`config.mk`:
```
export PLATFORM = sky130hd
export DESIGN_NAME = mem_arbiter
export DESIGN_NICKNAME = d
export VERILOG_FILES = /design/src/rtl/mem_arbiter.sv
export SDC_FILE = /design/constraint.sdc
export NUM_CORES = 1
export LEC_CHECK = 0
export CORE_AREA = 2 2 213 215
export CTS_CLUSTER_SIZE = 40
export DETAILED_ROUTE_END_ITERATION = 16
export DIE_AREA = 0 0 215 217
export GPL_ROUTABILITY_DRIVEN = 1
export SYNTH_ARGS = -nofsm -noshare
export SYNTH_HDL_FRONTEND = slang
export SYNTH_SLANG_ARGS = --single-unit
```
`constraint.sdc`:
```
create_clock -name clk -period 1.77 [get_ports clk]
set_clock_uncertainty 0.1 [all_clocks]
set_input_delay 0.354 -clock clk [delete_from_list [all_inputs] [get_ports clk]]
set_output_delay 0.354 -clock clk [all_outputs]
set_load 0.01 [all_outputs]
```
`src/rtl/mem_arbiter.sv`:
```
// Round-robin arbiter sharing one memory port between instruction fetch and load/store.
// Tracks a single outstanding transaction and aborts it via a watchdog if no response arrives.
module mem_arbiter #(
    parameter int ADDR_WIDTH = 64,
    parameter int DATA_WIDTH = 64,
    parameter int TIMEOUT    = 16
) (
    input  logic                    clk,
    input  logic                    rst,
    input  logic                    if_req_valid,
    input  logic [ADDR_WIDTH-1:0]   if_req_addr,
    output logic                    if_req_ready,
    output logic                    if_resp_valid,
    output logic [DATA_WIDTH-1:0]   if_resp_data,
    input  logic                    ls_req_valid,
    input  logic [ADDR_WIDTH-1:0]   ls_req_addr,
    input  logic                    ls_req_wen,
    input  logic [DATA_WIDTH-1:0]   ls_req_wdata,
    input  logic [DATA_WIDTH/8-1:0] ls_req_wmask,
    output logic                    ls_req_ready,
    output logic                    ls_resp_valid,
    output logic [DATA_WIDTH-1:0]   ls_resp_data,
    output logic                    mem_req_valid,
    input  logic                    mem_req_ready,
    output logic [ADDR_WIDTH-1:0]   mem_addr,
    output logic                    mem_wen,
    output logic [DATA_WIDTH-1:0]   mem_wdata,
    output logic [DATA_WIDTH/8-1:0] mem_wmask,
    input  logic                    mem_resp_valid,
    input  logic [DATA_WIDTH-1:0]   mem_resp_data,
    output logic                    err
);

    localparam int WD_W = (TIMEOUT > 1) ? $clog2(TIMEOUT) : 1;
    localparam logic [WD_W-1:0] WD_LAST = WD_W'(TIMEOUT - 1);

    typedef enum logic {
        S_IDLE,
        S_WAIT
    } state_t;

    state_t          r_state;
    logic            r_owner;   // 0 = IFU, 1 = LSU
    logic            r_rr_ptr;  // requester favoured on a tie
    logic [WD_W-1:0] r_wd_cnt;
    logic            r_err;

    logic w_idle;
    logic w_wait;
    logic w_if_win;
    logic w_ls_win;
    logic w_grant;

    // Arbitration is re-evaluated every IDLE cycle, so a stalled grant never locks.
    always_comb begin
        w_idle   = (r_state == S_IDLE) && !rst;
        w_wait   = (r_state == S_WAIT) && !rst;
        w_if_win = w_idle && if_req_valid && (!ls_req_valid || !r_rr_ptr);
        w_ls_win = w_idle && ls_req_valid && (!if_req_valid || r_rr_ptr);
        w_grant  = (w_if_win || w_ls_win) && mem_req_ready;
    end

    assign mem_req_valid = w_if_win || w_ls_win;
    assign if_req_ready  = w_if_win && mem_req_ready;
    assign ls_req_ready  = w_ls_win && mem_req_ready;
    assign mem_addr      = w_ls_win ? ls_req_addr : (w_if_win ? if_req_addr : '0);
    assign mem_wen       = w_ls_win && ls_req_wen;
    assign mem_wdata     = w_ls_win ? ls_req_wdata : '0;
    assign mem_wmask     = w_ls_win ? ls_req_wmask : '0;

    assign if_resp_valid = w_wait && mem_resp_valid && !r_owner;
    assign ls_resp_valid = w_wait && mem_resp_valid && r_owner;
    assign if_resp_data  = mem_resp_data;
    assign ls_resp_data  = mem_resp_data;
    assign err           = r_err;

    always_ff @(posedge clk) begin
        if (rst) begin
            r_state  <= S_IDLE;
            r_owner  <= 1'b0;
            r_rr_ptr <= 1'b0;
            r_wd_cnt <= '0;
            r_err    <= 1'b0;
        end else begin
            case (r_state)
                S_IDLE: begin
                    // Any response with nothing outstanding is spurious.
                    r_err <= mem_resp_valid;
                    if (w_grant) begin
                        r_owner  <= w_ls_win;
                        r_rr_ptr <= w_if_win;
                        r_wd_cnt <= '0;
                        r_state  <= S_WAIT;
                    end
                end
                S_WAIT: begin
                    if (mem_resp_valid) begin
                        r_err   <= 1'b0;
                        r_state <= S_IDLE;
                    end else if (r_wd_cnt == WD_LAST) begin
                        r_err   <= 1'b1;
                        r_state <= S_IDLE;
                    end else begin
                        r_err    <= 1'b0;
                        r_wd_cnt <= r_wd_cnt + 1'b1;
                    end
                end
                default: begin
                    r_err   <= 1'b0;
                    r_state <= S_IDLE;
                end
            endcase
        end
    end

endmodule

```
==> results list <==
* Top_reg_cell synth: sky130_fd_sc_hd__dfxtp_1
* Number of warnings reported in the yosys synthesis log: 0
- Fraction of power consumed by the clock network: roughly a fifth
- In this run the tool buffered the top-level ports with 349 buffer cells.
- The cell sitting at the root of the clock tree is a sky130_fd_sc_hd__clkbuf_16.
* TritonCTS Buffers: 3
* Sum of routed wire length over all layers: 19.7 mm
* FF-to-FF setup slack: 300 ps
* Count of clock tree sinks: 8
- Static timing analysis puts the maximum clock frequency at 477 MHz.
- The tool flagged a number of max-cap violations equal to 0.
- Sequential area share after synthesis: 6.23%
- Switching part of the total power: 30.1%
- Critical path startpoint category: flip-flop
* Total power draw: 2.03 mW
* Setup repair after global routing missed its margin: true
- After detailed routing, the average wire length per cell comes to 16.4 µm.
* Average cell area after synthesis: 7.56 µm²
- Entering global routing, the biggest net connects 51 pins.
- Fill cells in the final layout number 5,110.
- After legalization and detailed placement, the total HPWL measured 12.5 mm.
* Netlist cell types: 28
* Final worst slack: -327 ps
- Net count after synthesis: approximately 610
- Setup violations, final: 138
- For this block, the via count after detailed routing is 3,508.
- DRC viols: 0
* Peak supply drop: 0.000233 V
- The count of nets left with antenna violations once routing finished came out at 0.
- H-tree depth: 1
- Relative to the synthesized area, the layout overhead comes to 161%.
- Ys async rst share: 0%
* Core ar.: roughly 45,000 µm²
* Worst EP required: 1320 ps
- Measured along the y axis, the die boundary spans approximately 220 µm.
- Overall die area: 46,700 µm²
- Clock tree from TritonCTS: yes
- Kind of end point of the critical path: output pin
- The net count of the finished layout is 874.
- Fin. Hold Viols: 0
- In this run the core area contains 78 standard-cell rows.
- Arrival time at the worst endpoint: 1640 ps
- The top cell type by area accounts for 38.0% of the synthesized area.
- From left edge to right edge, the die measures 215 µm.
- Most numerous cell in the Yosys netlist: sky130_fd_sc_hd__buf_4
- Final weighted congestion in routability-driven placement: between 0.7 and 0.8
- Cell area after synthesis: roughly 2600 µm²
- Minimum period implied by the final worst setup slack: 2100 ps
- Minimum setup slack after placement: -1040 ps
- Via count of the first global-routing pass: between 3,000 and 4,000
- In this run, synthesis produced a sequential element count of 8.
* Max clock buf depth: 2
* Static power due to leakage: 2.87 nW
- Fraction of final layout cells with drive strength greater than 1: 46.2%
- The first global-routing pass estimated between 20 and 25 mm of wire.
- Rel. slew slack: 84.8%
- Crit path max fanout: 6
* Power density of the placed cells: 303 nW/µm²
- Post-route clock period utilization: 118%
- DR iter-0 viols: 68
- After detailed routing, the number of vias per cell comes to 2.92.
* Run status: complete, but fails checks
* Number of enable flip-flop cells after synthesis: 0
- Summed over all nets, the switching power comes to around 610 µW.
* Boundary Pins: 542
* Synthesized netlist cell count: 340
* Share of power burned in combinational logic: 71.6%
- Cell Count Post-Placement: 1,155
- Largest area contributor in the synthesized netlist: sky130_fd_sc_hd__buf_4
- Yosys attributes the largest share of cell area to sky130_fd_sc_hd__buf_4 (38%), sky130_fd_sc_hd__a22o_1 (22%), sky130_fd_sc_hd__and2_1 (19%), sky130_fd_sc_hd__dfxtp_1 (6.2%), sky130_fd_sc_hd__buf_6 (2.6%).
- Starting Density: 5.75%
* Failing checks: negative setup slack
* Pin slew with the least headroom to its limit: 228 ps
- The critical path is of the reg2out type.
- Count of TritonRoute iterations in the first routing pass: 4
- Class of the most critical hold timing path: reg2reg
* Aggregate global-route resource usage: 6.30%
- Number of standard cells in the final layout excluding fillers: about 1,200
* Clock transition at the registers of the reported paths: ~40 ps
- The number of antenna violations at the first check in global routing is 1.
* Cell Int Power: 1.42 mW
* Later-pin clock latency in the skew report: between 200 and 250 ps
* Number of pins exceeding their max-slew limit in the final report: 0
- In the synthesized netlist, the cells that appear most often are sky130_fd_sc_hd__buf_4 (130), sky130_fd_sc_hd__and2_1 (77), sky130_fd_sc_hd__a22o_1 (64).
* Remaining Overflow, GRT: 0
- Part of the total power dissipated in sequential elements: a little under a tenth
==> critical path, cell delays in order (launching register included) <==
cell,delay [ps]
sky130_fd_sc_hd__dfxtp_2,310
sky130_fd_sc_hd__buf_4,110
sky130_fd_sc_hd__nand2_2,30
sky130_fd_sc_hd__and3_4,200
sky130_fd_sc_hd__buf_12,140
sky130_fd_sc_hd__buf_12,120
sky130_fd_sc_hd__clkbuf_16,160
sky130_fd_sc_hd__a22o_1,180
sky130_fd_sc_hd__buf_2,140
==> flip-flops by register name (all words and copies together), names as in the netlist <==
register	cells
r_owner	1
r_state	1
err	1
r_wd_cnt	4
r_rr_ptr	1
==> cell type report <==
type | instances | area (µm²) | share of cell area [%]
sequential | 8 | 163 | 2.42
multi-input combinational | 176 | 1480 | 22.1
antenna | 1 | 2.50 | 0.0373
timing repair buffer | 409 | 4230 | 63.0
tap | 600 | 751 | 11.2
inverter | 4 | 15.0 | 0.224
clock buffer | 3 | 75.1 | 1.12
==> stage by stage <==
step                TNS (ps)  cell area, µm²  util [%]  hold WS, ps
CTS                   -37750            6000      13.4          383
global route          -37690            6710      15.0          417
detailed placement   -125090            5900      13.2          380
finish                -31320            6720      15.0          388
floorplan               -182            2590         -          353
global placement     -123830            5900      13.2          372
==> layout by cell type (no fill, tap or decap), types with 5 or more instances in the layout <==
master	netlist	final
sky130_fd_sc_hd__buf_2	7	66
sky130_fd_sc_hd__buf_6	6	69
sky130_fd_sc_hd__dfxtp_1	8	6
sky130_fd_sc_hd__buf_4	130	19
sky130_fd_sc_hd__clkdlybuf4s50_1	0	203
sky130_fd_sc_hd__and2_4	0	60
sky130_fd_sc_hd__clkdlybuf4s15_2	0	6
sky130_fd_sc_hd__buf_12	0	15
sky130_fd_sc_hd__and2_1	77	17
sky130_fd_sc_hd__a22o_1	64	60
sky130_fd_sc_hd__clkbuf_16	0	12
sky130_fd_sc_hd__clkbuf_2	7	5
sky130_fd_sc_hd__buf_16	0	8
==> power groups by stage <==
stage	sequential (mW)	clock [mW]	combinational, mW
floorplan	0.196	0	0.640
global placement	0.196	0	1.20
detailed placement	0.196	0	1.21
CTS	0.194	0.391	1.24
global route	0.194	0.404	1.53
finish	0.193	0.385	1.46
==> cell families (layout without fill, tap and decap cells) <==
| group | Yosys count | after routing | synth area share [%] |
|---|---|---|---|
| AO/OA/AOI/OAI | 73 | 73 | 24.4 |
| multiplexers | 1 | 1 | 0.389 |
| buffers and inverters | 156 | 416 | 44.2 |
| other | 0 | 1 | 0 |
| flip-flops | 8 | 8 | 6.23 |
| AND/OR/NAND/NOR | 101 | 101 | 24.2 |
| adder cells (fa/ha/maj) | 1 | 1 | 0.487 |
==> metal layers <==
layer / vias to the layer above / share of wire [%] / wire, µm / GRT usage, %
li1: 1560 / - / - / -
met2: 294 / 45 / 8810 / 10.8
met4: 0 / 5.2 / 1020 / 3.47
met5: - / 0 / 0 / 0
met3: 59 / 9.6 / 1890 / 2.46
met1: 1595 / 40 / 7970 / 6.67
==> final timing paths <==
| path | start | to | cells past startpoint |
|---|---|---|---|
| setup / recovery | r_rr_ptr$_SDFFE_PP0P_ | mem_addr[43] | 8 |
| hold / removal | r_wd_cnt[1]$_SDFFE_PP0P_ | r_wd_cnt[1]$_SDFFE_PP0P_ | 2 |
| setup reg to reg | r_wd_cnt[0]$_SDFFE_PP0P_ | r_wd_cnt[0]$_SDFFE_PP0P_ | 4 |
| hold reg to reg | r_wd_cnt[1]$_SDFFE_PP0P_ | r_wd_cnt[1]$_SDFFE_PP0P_ | 2 |
==> what timing repair did <==
item,4_1_cts,5_1_grt
buffers inserted,14,14
cloned,7,12
resized for setup,514,191
hold buffers,0,0
pin swaps,26,53
endpoints found under the setup margin,142,142
(Power assumes the default switching activity.)
